==> src/rtl/processor_pkg.sv <==
// Shared opcodes, widths and the default program for the 8-bit accumulator processor.
package processor_pkg;

    localparam int DATA_W     = 8;
    localparam int PC_W       = 5;
    localparam int OPC_W      = 4;
    localparam int PROG_DEPTH = 32;

    typedef enum logic [OPC_W-1:0] {
        OP_NOP  = 4'h0,
        OP_LDI  = 4'h1,
        OP_STA  = 4'h2,
        OP_LDA  = 4'h3,
        OP_ADD  = 4'h4,
        OP_SUB  = 4'h5,
        OP_AND  = 4'h6,
        OP_OR   = 4'h7,
        OP_XOR  = 4'h8,
        OP_NOT  = 4'h9,
        OP_SHL  = 4'hA,
        OP_SHR  = 4'hB,
        OP_JMP  = 4'hC,
        OP_JZ   = 4'hD,
        OP_HLT  = 4'hE,
        OP_SRST = 4'hF
    } opcode_t;

    // Element 0 is the least significant byte: LDI 5, STA R0, LDI 3, STA R1, LDA R0, ADD R1, HLT.
    localparam logic [PROG_DEPTH-1:0][DATA_W-1:0] DEFAULT_PROG = {
        {25{8'h00}}, 8'hE0, 8'h41, 8'h30, 8'h21, 8'h13, 8'h20, 8'h15
    };

    // Jump targets can only reach the lower half of program memory.
    function automatic logic [PC_W-1:0] jump_target(input logic [3:0] operand);
        return {1'b0, operand};
    endfunction

endpackage

==> src/rtl/processor_alu.sv <==
// Purely combinational 8-bit ALU; b carries the immediate for LDI and Rn otherwise.
module alu
    import processor_pkg::*;
(
    input  opcode_t           op,
    input  logic [DATA_W-1:0] a,
    input  logic [DATA_W-1:0] b,
    output logic [DATA_W-1:0] result
);

    // Result for the current opcode; non-ALU opcodes pass the accumulator through.
    always_comb begin
        result = a;
        case (op)
            OP_LDI, OP_LDA: result = b;
            OP_ADD:         result = a + b;
            OP_SUB:         result = a - b;
            OP_AND:         result = a & b;
            OP_OR:          result = a | b;
            OP_XOR:         result = a ^ b;
            OP_NOT:         result = ~a;
            OP_SHL:         result = {a[DATA_W-2:0], 1'b0};
            OP_SHR:         result = {1'b0, a[DATA_W-1:1]};
            default:        result = a;
        endcase
    end

endmodule

==> src/rtl/processor.sv <==
// Single-cycle accumulator processor: ROM fetch, decode, R0/R1/ACU, PC and halt flag.
module processor
    import processor_pkg::*;
#(
    parameter logic [PROG_DEPTH-1:0][DATA_W-1:0] PROG = DEFAULT_PROG
) (
    input  logic              clk,
    input  logic              rstn_ext,
    output logic [PC_W-1:0]   prog_cnt_dbg,
    output logic              rstn_inter_dbg,
    output logic              load_en_dbg,
    output logic              store_en_dbg,
    output logic              R0_ce_dbg,
    output logic              R1_ce_dbg,
    output logic              R0_oe_dbg,
    output logic              R1_oe_dbg,
    output logic [DATA_W-1:0] R0_dbg,
    output logic [DATA_W-1:0] R1_dbg,
    output logic [DATA_W-1:0] ACU_dbg,
    output logic [DATA_W-1:0] reg_file_dbg,
    output logic [DATA_W-1:0] alu_result_dbg,
    output logic [OPC_W-1:0]  instr_code_dbg,
    output logic [DATA_W-1:0] prog_mem_data_dbg
);

    logic [PC_W-1:0]   pc, pc_next;
    logic [DATA_W-1:0] acu, r0, r1;
    logic              halted;
    logic [DATA_W-1:0] instr;
    opcode_t           op;
    logic [3:0]        operand;
    logic [DATA_W-1:0] rn_val, alu_b, alu_res, reg_bus;
    logic              load_en, store_en, r0_ce, r1_ce, r0_oe, r1_oe, sw_rst;

    assign instr   = PROG[pc];
    assign op      = opcode_t'(instr[7:4]);
    assign operand = instr[3:0];
    assign rn_val  = operand[0] ? r1 : r0;
    assign alu_b   = (op == OP_LDI) ? {4'b0000, operand} : rn_val;
    assign reg_bus = r0_oe ? r0 : (r1_oe ? r1 : '0);

    alu u_alu (
        .op     (op),
        .a      (acu),
        .b      (alu_b),
        .result (alu_res)
    );

    // Decode the current instruction into enables, software reset and next PC.
    always_comb begin
        load_en  = 1'b0;
        store_en = 1'b0;
        r0_ce    = 1'b0;
        r1_ce    = 1'b0;
        r0_oe    = 1'b0;
        r1_oe    = 1'b0;
        sw_rst   = 1'b0;
        pc_next  = pc + PC_W'(1);
        case (op)
            OP_LDI, OP_NOT, OP_SHL, OP_SHR: load_en = 1'b1;
            OP_STA: begin
                store_en = 1'b1;
                r0_ce    = ~operand[0];
                r1_ce    = operand[0];
            end
            OP_LDA, OP_ADD, OP_SUB, OP_AND, OP_OR, OP_XOR: begin
                load_en = 1'b1;
                r0_oe   = ~operand[0];
                r1_oe   = operand[0];
            end
            OP_JMP:  pc_next = jump_target(operand);
            OP_JZ:   if (acu == '0) pc_next = jump_target(operand);
            OP_HLT:  pc_next = pc;
            OP_SRST: sw_rst = 1'b1;
            default: ;
        endcase
    end

    // Architectural state; software reset clears synchronously, halt freezes everything.
    always_ff @(posedge clk or posedge rstn_ext) begin
        if (rstn_ext) begin
            pc     <= '0;
            acu    <= '0;
            r0     <= '0;
            r1     <= '0;
            halted <= 1'b0;
        end else if (sw_rst) begin
            pc     <= '0;
            acu    <= '0;
            r0     <= '0;
            r1     <= '0;
            halted <= 1'b0;
        end else if (!halted) begin
            pc <= pc_next;
            if (load_en) acu <= alu_res;
            if (r0_ce)   r0  <= acu;
            if (r1_ce)   r1  <= acu;
            if (op == OP_HLT) halted <= 1'b1;
        end
    end

    assign prog_cnt_dbg      = pc;
    assign rstn_inter_dbg    = ~(rstn_ext | sw_rst);
    assign load_en_dbg       = load_en;
    assign store_en_dbg      = store_en;
    assign R0_ce_dbg         = r0_ce;
    assign R1_ce_dbg         = r1_ce;
    assign R0_oe_dbg         = r0_oe;
    assign R1_oe_dbg         = r1_oe;
    assign R0_dbg            = r0;
    assign R1_dbg            = r1;
    assign ACU_dbg           = acu;
    assign reg_file_dbg      = reg_bus;
    assign alu_result_dbg    = alu_res;
    assign instr_code_dbg    = instr[7:4];
    assign prog_mem_data_dbg = instr;

endmodule

==> config.mk <==
export PLATFORM = sky130hd
export DESIGN_NAME = processor
export DESIGN_NICKNAME = d
export VERILOG_FILES = /design/src/rtl/processor_pkg.sv /design/src/rtl/processor_alu.sv /design/src/rtl/processor.sv
export SDC_FILE = /design/constraint.sdc
export NUM_CORES = 1
export LEC_CHECK = 0
export BUFFER_PORTS_ARGS = -buffer_cell sky130_fd_sc_hd__buf_2
export CORE_MARGIN = 10
export CORE_UTILIZATION = 48
export DETAILED_ROUTE_END_ITERATION = 10
export PLACE_DENSITY = 0.82
export SETUP_SLACK_MARGIN = 0.1
export SLEW_MARGIN = 25
export SYNTH_ARGS = -nofsm -noshare
export SYNTH_HDL_FRONTEND = slang
export SYNTH_SLANG_ARGS = --single-unit
==> constraint.sdc <==
create_clock -name clk -period 6.88 [get_ports clk]
set_input_delay 0.688 -clock clk [delete_from_list [all_inputs] [get_ports clk]]
set_output_delay 0.688 -clock clk [all_outputs]
set_load 0.005 [all_outputs]
==> run metrics, run 1 <==
vias in the first global route 3577; vias per inst 6.38; Clock Pin Slew Worst Setup and Hold Paths 100 ps; Post-Syn Area 0.00316 sq mm; largest family of logic cells by synthesized area compound AO/OA/AOI/OAI gates; Synth Area in Adders 10.9%; initial antenna violation count 0; Fin. Hold Viols 0; Rel. slew slack 30.1%; worst vdd ir 0.0831 mV; GRT Util Overall 22.2%; number of synthesized flops with an enable pin 0; Mapped Avg Cell Area 7.55 sq um; core area 0.00639 sq mm; vias post-DR 3472; Setup crit end kind output port; clk sink count 30; share of the synthesized area in the top cell type 23.8%; setup TNS 0 ps; simple-gate share of the synthesized area 26.1%; Fmax 171 MHz; initial drt markers 368; Die Height 101 microns; post-synth cell types 69; DP HPWL 8300 microns; clock buffer count from CTS 5; post-route ant nets 0; setup violators final 0; Max Cap Viol 0; mux cell area share after synthesis 1.27%; clock skew 23.7 ps; power per cell area 98.9 mW/mm^2; crit path kind flop to output port; Detailed Routing Iterations Pass 1 8; Synth area leaders dfrtp_1 (24%), ha_1 (10%), nand2_1 (7.1%); Post-CTS Setup Bufs 0; Syn Inst Count 418; worst hold path class primary input to asynchronous set/reset pin; post_cts resized 0; leakage power 0.00168 uW; pins over their slew limit 0; Worst EP arrival 5160 ps; GRT overflow 0; outcome complete, no violations; gp weighted congestion 0.958; first-pass GRT wire length 18500 microns; I/O Buffers 64; clk_lat worst skew 310 ps; cell depth of the worst flop-to-flop path 16; final net count 495; Seq cells post-synth 30; largest net degree at the start of global routing 27; H-tree depth 2; XOR/XNOR share of the synthesized area 3.33%; most common cell in the netlist nand2_1; sequential-to-total area share from yosys stat 23.8%; total die area 0.0102 sq mm; ys async rst share 100%; final hold slack 433 ps; Initial Util 49.4%; Antenna diodes 0; YS warnings 0; CP required 6190 ps; Routed wire per std cell 20.7 microns; Commonest cells post-synth nand2_1 (60), o21ai_0 (36), nor2_1 (34); fin crit share 85.0%; RSZ-0062 raised after global routing no; DRC Markers 0; ratio of cells with drive above 1 in the final layout 19.9%; crit start category flop; CTS hold repair buffers 0; worst-path maximum fanout 20; register area 751 sq um; Area Overhead vs Synth 12.5%; dominant cell type by area after synthesis dfrtp_1; Syn Nets 447; Compound-Gate Fraction of Synth Area 27.0%; CTS tree done; fin util 55.6%; Die X 101 microns; Max Root-Sink Buffers 2; fillers 630; FP Rows 29; clock root cell clkbuf_8; Slew @ Worst Pin 1040 ps; min cycle time layout 5850 ps; Post-synth top flop dfrtp_1; # IOs 66; area of the multi-input gates 0.00217 sq mm; final WL 11300 microns
==> kinds of logic (layout without fill, tap and decap cells) <==
kind of cell,Yosys count,after routing
fa+ha+maj,27,27
other cells,1,1
flops,30,30
xor+xnor,12,12
mux,4,4
compound gates,125,125
simple gates,167,167
buf+inv,52,101
==> worst max-delay path: stages (launching register included) <==
cell	delay (ps)
dfrtp_1	780
inv_1	230
ha_1	510
o21a_1	300
a211oi_2	380
or3_1	240
and2_1	290
nand2_1	100
xor2_1	240
ha_1	280
nor2b_1	130
o21a_1	190
o21ai_0	320
a21oi_1	200
xnor2_1	270
nor3_1	90
nor3_2	160
buf_2	130
==> worst paths after layout <==
| check | start | end | slack [ps] |
|---|---|---|---|
| worst max-delay path | prog_cnt_dbg[0]$_DFFE_PP0P_ | alu_result_dbg[7] | 1030 |
| worst min-delay path | rstn_ext | ACU_dbg[4]$_DFFE_PP0P_ | 430 |
| worst max register to register | prog_cnt_dbg[0]$_DFFE_PP0P_ | ACU_dbg[7]$_DFFE_PP0P_ | 2050 |
| worst min register to register | R1_dbg[2]$_DFFE_PP0P_ | R1_dbg[2]$_DFFE_PP0P_ | 560 |
| max in group asynchronous | rstn_ext | R1_dbg[2]$_DFFE_PP0P_ | 5740 |
| min in group clk | R1_dbg[2]$_DFFE_PP0P_ | R1_dbg[2]$_DFFE_PP0P_ | 560 |
==> metrics by stage <==
step	area, sq um	worst slack, ps	cells	total power [uW]
2_1_floorplan	3160	2250	418	183
3_3_place_gp	3460	1730	536	185
3_5_place_dp	3460	1480	536	185
4_1_cts	3550	1160	544	347
5_1_grt	3550	697	544	357
6_report	3550	1030	544	351
==> cells in the final DEF, fill, tap and decap left out, types with 3 or more instances in the layout <==
cell type,netlist,routed
mux2i_1,4,4
and2_1,4,4
or3_1,4,4
nor4_1,7,7
inv_1,25,25
o211ai_1,4,4
clkbuf_8,0,6
nor3_2,3,3
o221ai_1,3,3
a21o_1,6,6
nor3_1,16,16
a21oi_1,23,23
nor2_1,34,34
nand4_1,5,5
a31oi_1,5,5
and3_1,4,4
nor2b_1,6,6
nand2_1,60,60
nand3_1,8,8
o21ai_1,5,5
o21ai_0,36,36
o21a_1,3,3
dfrtp_1,30,30
o22ai_1,5,5
xnor2_1,10,10
buf_4,6,3
a211o_1,3,3
ha_1,26,26
nand2b_1,5,5
buf_2,4,64
==> sequential cells by signal, indices dropped and copies added (netlist names) <==
| signal | cells |
|---|---|
| ACU_dbg | 8 |
| R0_dbg | 8 |
| R1_dbg | 8 |
| prog_cnt_dbg | 5 |
| halted | 1 |
==> report_power, final <==
| group | leakage, uW | switching [uW] | internal, uW |
|---|---|---|---|
| clock | 0.0000472 | 89.2 | 80.7 |
| combinational | 0.00126 | 4.33 | 0.871 |
| sequential | 0.000378 | 0 | 176 |
==> routing by layer <==
metal	wire, microns	global-route usage (%)
met2	5250	36.0
met4	325	8.47
met5	0	0
met1	4730	28.5
met3	958	3.64
==> layout make-up <==
| type | instances | share of cell area (%) |
|---|---|---|
| sequential | 30 | 21.1 |
| clock inverter | 2 | 0.352 |
| clock buffer | 6 | 2.33 |
| multi-input combinational | 336 | 61.1 |
| tap | 77 | 2.71 |
| timing repair buffer | 67 | 9.65 |
| inverter | 26 | 2.75 |
Power figures use the tool's default switching activity.
==> run 2: changes to the inputs <==
--- a/config.mk
+++ b/config.mk
@@ -9,7 +9,7 @@
 export CORE_MARGIN = 10
 export CORE_UTILIZATION = 48
 export DETAILED_ROUTE_END_ITERATION = 10
-export PLACE_DENSITY = 0.82
+export PLACE_DENSITY = 0.71
 export SETUP_SLACK_MARGIN = 0.1
 export SLEW_MARGIN = 25
 export SYNTH_ARGS = -nofsm -noshare
==> run 2 against run 1 <==
Net effect: utilization is essentially flat; setup slack gained 160 ps; critical path type unchanged; power shrank 2.3%; highest routed layer unchanged; register-to-register slack gained 160 ps; clock skew shrank 8.4 ps; critical path depth is the same; sequential power is essentially flat.
==> run metrics, run 2 (synthesis gave the netlist of run 1 again) <==
initial antenna violation count 0; leakage power 0.00168 uW; post-route ant nets 0; fillers 622; largest net degree at the start of global routing 31; final WL 10900 microns; Area Overhead vs Synth 12.4%; setup violators final 0; fin crit share 82.7%; first-pass GRT wire length 17600 microns; CTS hold repair buffers 0; Fmax 176 MHz; setup TNS 0 ps; worst vdd ir 0.100 mV; commonest non-fill, non-tap cell in the layout buf_2; power per cell area 96.7 mW/mm^2; Worst EP arrival 5000 ps; post_cts resized 0; clk sink count 30; I/O Buffers 64; Die Height 101 microns; RSZ-0062 raised after global routing no; uppermost layer routed met4; clock buffer count from CTS 5; initial drt markers 410; Max Root-Sink Buffers 2; critical path, cell by cell inv_1, ha_1, o21a_1, a211oi_2, or3_1, and2_1, nand2_1, xor2_1, ha_1, nor2b_1, o21a_1, o21ai_0, a21oi_1, xor2_1, nor3_1, nor3_2, buf_2; DP HPWL 8030 microns; crit start category flop; ratio of cells with drive above 1 in the final layout 19.9%; Routed wire per std cell 20.0 microns; slowest CP cell dfrtp_1; Fin. Hold Viols 0; FP Rows 29; Die X 101 microns; Setup crit end kind output port; core area 0.00639 sq mm; Antenna diodes 0; vias post-DR 3423; CP required 6190 ps; met1 WL 4680 microns; final hold slack 462 ps; worst-path maximum fanout 20; clock root cell clkbuf_8; clock skew 15.3 ps; total die area 0.0102 sq mm; Post-CTS Setup Bufs 0; crit path kind flop to output port; vias per inst 6.29; max incr delay on CP 780 ps; gp weighted congestion 1.04; Slew @ Worst Pin 953 ps; Clock Pin Slew Worst Setup and Hold Paths 90 ps; min cycle time layout 5690 ps; clk_lat worst skew 300 ps; routed wire length on met2 4890 microns; H-tree depth 2; GRT overflow 0; # IOs 66; Initial Util 49.4%; Max Cap Viol 0; pins over their slew limit 0; GRT Util Overall 21.2%; DRC Markers 0; most frequent cells in the layout buf_2 (64), nand2_1 (60), o21ai_0 (36), nor2_1 (33), dfrtp_1 (30); final net count 495; Rel. slew slack 36.1%; worst hold path class primary input to asynchronous set/reset pin; vias in the first global route 3290; met3 WL 1110 microns; CTS tree done; Detailed Routing Iterations Pass 1 6; outcome complete, no violations
[run 2: power breakdown]
part | internal [uW] | leakage [uW] | switching [uW] | total (uW)
Clock | 81.0 | 0.0000482 | 81.3 | 162
Combinational | 0.892 | 0.00126 | 3.99 | 4.88
Sequential | 176 | 0.000378 | 0 | 176
[run 2: final cells by class]
cell class	instances	area (sq um)	share of cell area, %
Multi-Input combinational cell	336	2170	61.2
Inverter	26	97.6	2.75
Clock buffer	7	86.3	2.43
Sequential cell	30	751	21.1
Tap cell	77	96.3	2.71
Clock inverter	1	5.00	0.141
Timing Repair Buffer	67	343	9.66
[run 2: per-layer routing]
metal  vias up  track usage (%)
met5         -                0
met4         0             6.75
met3        21             4.87
met2       211             32.3
met1      1596             28.8
li1       1595                -
[run 2: path summary, 6_finish.rpt]
path	start	endpoint	slack, ps	depth (start not counted)
hold / removal	rstn_ext	ACU_dbg[2]$_DFFE_PP0P_	460	3
setup reg to reg	prog_cnt_dbg[0]$_DFFE_PP0P_	ACU_dbg[7]$_DFFE_PP0P_	2210	16
setup / recovery	prog_cnt_dbg[0]$_DFFE_PP0P_	alu_result_dbg[7]	1190	17
hold reg to reg	R0_dbg[6]$_DFFE_PP0P_	R0_dbg[6]$_DFFE_PP0P_	560	2
max in group asynchronous	rstn_ext	R0_dbg[7]$_DFFE_PP0P_	6100	3
min in group clk	R0_dbg[6]$_DFFE_PP0P_	R0_dbg[6]$_DFFE_PP0P_	560	2
[run 2: through the flow]
step                power [uW]  utilization [%]  cell area (sq um)  cells  setup WS, ps
CTS                        343             55.5               3550    544          1250
floorplan                  183                -               3160    418          2250
finish                     343             55.6               3550    544          1190
global placement           185             54.1               3460    536          1740
detailed placement         185             54.1               3460    536          1580
global route               354             55.6               3550    544           779
[run 2: critical path, delay by kind of cell (launching register included)]
| family | cells | cell delay (ps) |
|---|---|---|
| AO/OA/AOI/OAI | 5 | 1350 |
| AND/OR/NAND/NOR | 6 | 960 |
| adder cells (fa/ha/maj) | 2 | 790 |
| flip-flops | 1 | 780 |
| XOR/XNOR | 2 | 470 |
| buffers and inverters | 2 | 360 |
==> run 3: changes to the inputs <==
--- a/config.mk
+++ b/config.mk
@@ -9,7 +9,7 @@
 export CORE_MARGIN = 10
 export CORE_UTILIZATION = 48
 export DETAILED_ROUTE_END_ITERATION = 10
-export PLACE_DENSITY = 0.71
+export PLACE_DENSITY = 0.74
 export SETUP_SLACK_MARGIN = 0.1
 export SLEW_MARGIN = 25
 export SYNTH_ARGS = -nofsm -noshare
==> constraint.sdc (replaced) <==
create_clock -name clk -period 4.8 [get_ports clk]
set_input_delay 0.48 -clock clk [delete_from_list [all_inputs] [get_ports clk]]
set_output_delay 0.48 -clock clk [all_outputs]
set_load 0.005 [all_outputs]
==> run 3 against run 2 <==
Net effect: sequential share of layout area is 1.1 points lower; clock-buffer cell count is 2 lower; cell area is 5.6% higher; power increased by 41%; via count up 2.8%; critical path depth up 1; cell count is 2.9% higher; routed wire length grew 4.2%; clock skew rose by 0.77 ps; critical endpoint unchanged; worst hold slack worse by 200 ps.
==> run metrics, run 3 (synthesis gave the netlist of run 1 again) <==
worst vdd ir 0.142 mV; initial drt markers 354; GRT Util Overall 21.4%; area of the multi-input gates 0.00224 sq mm; family with the most delay on the worst path compound AO/OA/AOI/OAI gates; Setup crit end kind output port; Fin. Hold Viols 0; setup TNS 0 ps; Clk pwr share 46.4%; vias per inst 6.28; Antenna diodes 0; CP required 4320 ps; post-route ant nets 0; ratio of cells with drive above 1 in the final layout 25.5%; I/O Buffers 64; fraction of power spent switching nets 26.6%; clock buffer count from CTS 5; most frequent cells in the layout buf_2 (64), nand2_1 (60), nor2_1 (32), o21ai_0 (32), dfrtp_1 (29); commonest non-fill, non-tap cell in the layout buf_2; outcome complete, no violations; worst hold path class primary input to asynchronous set/reset pin; Die Height 101 microns; Area Overhead vs Synth 18.7%; # IOs 66; DRC Markers 0; Initial Util 49.4%; worst-path maximum fanout 19; clock skew 16.1 ps; initial antenna violation count 0; crit start category flop; max incr delay on CP 410 ps; vias in the first global route 3283; total die area 0.0102 sq mm; sequential share of power 52.1%; setup violators final 0; Detailed Routing Iterations Pass 1 6; clock root cell clkbuf_8; DP HPWL 8240 microns; Comb pwr share 1.6%; CTS hold repair buffers 0; Switch Pwr 129 uW; final hold slack 263 ps; clk sink count 30; Worst EP arrival 4050 ps; register area 752 sq um; fin crit share 94.3%; critical path, cell by cell buf_6, ha_1, and2_1, o21ai_4, inv_6, a21o_1, and2_2, nand2_1, xor2_2, ha_1, nor2b_1, o21a_1, o21ai_1, a21oi_2, xor2_1, nor3_1, nor3_2, buf_2; Max Root-Sink Buffers 2; pins over their slew limit 0; Slew @ Worst Pin 911 ps; GRT overflow 0; slowest CP cell dfrtp_1; first-pass GRT wire length 17900 microns; CTS tree done; final net count 511; core area 0.00639 sq mm; Clock Pin Slew Worst Setup and Hold Paths 90 ps; CP most frequent cell ha_1; CP bufs+invs 3; Rel. slew slack 38.9%; leakage power 0.00176 uW; H-tree depth 2; min cycle time layout 4530 ps; Fmax 221 MHz; Die X 101 microns; Max Cap Viol 0; largest net degree at the start of global routing 21; FP Rows 29; power per cell area 129 mW/mm^2; crit path kind flop to output port; clk_lat worst skew 300 ps; fillers 590; gp weighted congestion 1.01; RSZ-0062 raised after global routing no; Power Internal 356 uW; Routed wire per std cell 20.3 microns; final WL 11400 microns; vias post-DR 3519
[run 3: cell types whose count changed in the layout (fill, tap and decap cells not counted), moves of 2 or more]
cell / change
buf_4: +15
o21ai_0: -4
o21ai_1: +4
a21oi_1: -2
a21oi_2: +2
a31oi_2: -2
a31oi_4: +2
inv_1: -2
mux2i_1: -2
mux2i_2: +2
[run 3: per-layer routing]
layer  vias up  global-route usage (%)  routed length, microns
met5         -                       0                       0
met3        27                    5.49                    1100
met1      1656                    29.4                    4870
met2       213                    32.9                    5150
met4         0                    4.61                     245
li1       1623                       -                       -
[run 3: through the flow]
stage	util, %	instance area, sq um	power [uW]	setup WS [ps]	instances
3_5_place_dp	55.1	3520	266	270	544
3_3_place_gp	55.1	3520	265	412	544
4_1_cts	56.6	3620	486	131	552
6_report	58.7	3750	485	273	560
5_1_grt	58.7	3750	497	23.6	560
2_1_floorplan	-	3160	262	373	418
[run 3: path summary, 6_finish.rpt]
kind	start	to	slack, ps	cells after the start
max in group asynchronous	rstn_ext	prog_cnt_dbg[2]$_DFFE_PP0P_	3810	3
hold / removal	rstn_ext	ACU_dbg[2]$_DFFE_PP0P_	260	2
setup reg to reg	prog_cnt_dbg[0]$_DFFE_PP0P_	ACU_dbg[3]$_DFFE_PP0P_	940	17
hold reg to reg	R0_dbg[6]$_DFFE_PP0P_	R0_dbg[6]$_DFFE_PP0P_	560	2
min in group clk	R0_dbg[6]$_DFFE_PP0P_	R0_dbg[6]$_DFFE_PP0P_	560	2
setup / recovery	prog_cnt_dbg[0]$_DFFE_PP0P_	alu_result_dbg[7]	270	18
[run 3: power by group through the flow]
stage	registers (uW)	logic (uW)	clock network [uW]
final	252	7.52	225
after detailed placement	258	8.17	0
after global routing	252	8.98	236
after CTS	252	8.35	225
after floorplan	258	4.79	0
after global placement	258	7.83	0
[run 3: area by class of cell]
cell class | count | share of cell area (%)
inverters | 26 | 2.74
well taps | 77 | 2.57
flip-flops and latches | 30 | 20.1
repair buffers | 83 | 12.4
clock inverters | 3 | 0.567
clock buffers | 5 | 1.84
multi-input cells | 336 | 59.8
[run 3: repair_timing]
| action | in CTS | in global routing |
|---|---|---|
| pin swaps | 0 | 4 |
| buffers inserted | 0 | 8 |
| endpoints found under the setup margin | 4 | 5 |
| cloned | 0 | 0 |
| gates resized for setup | 3 | 22 |
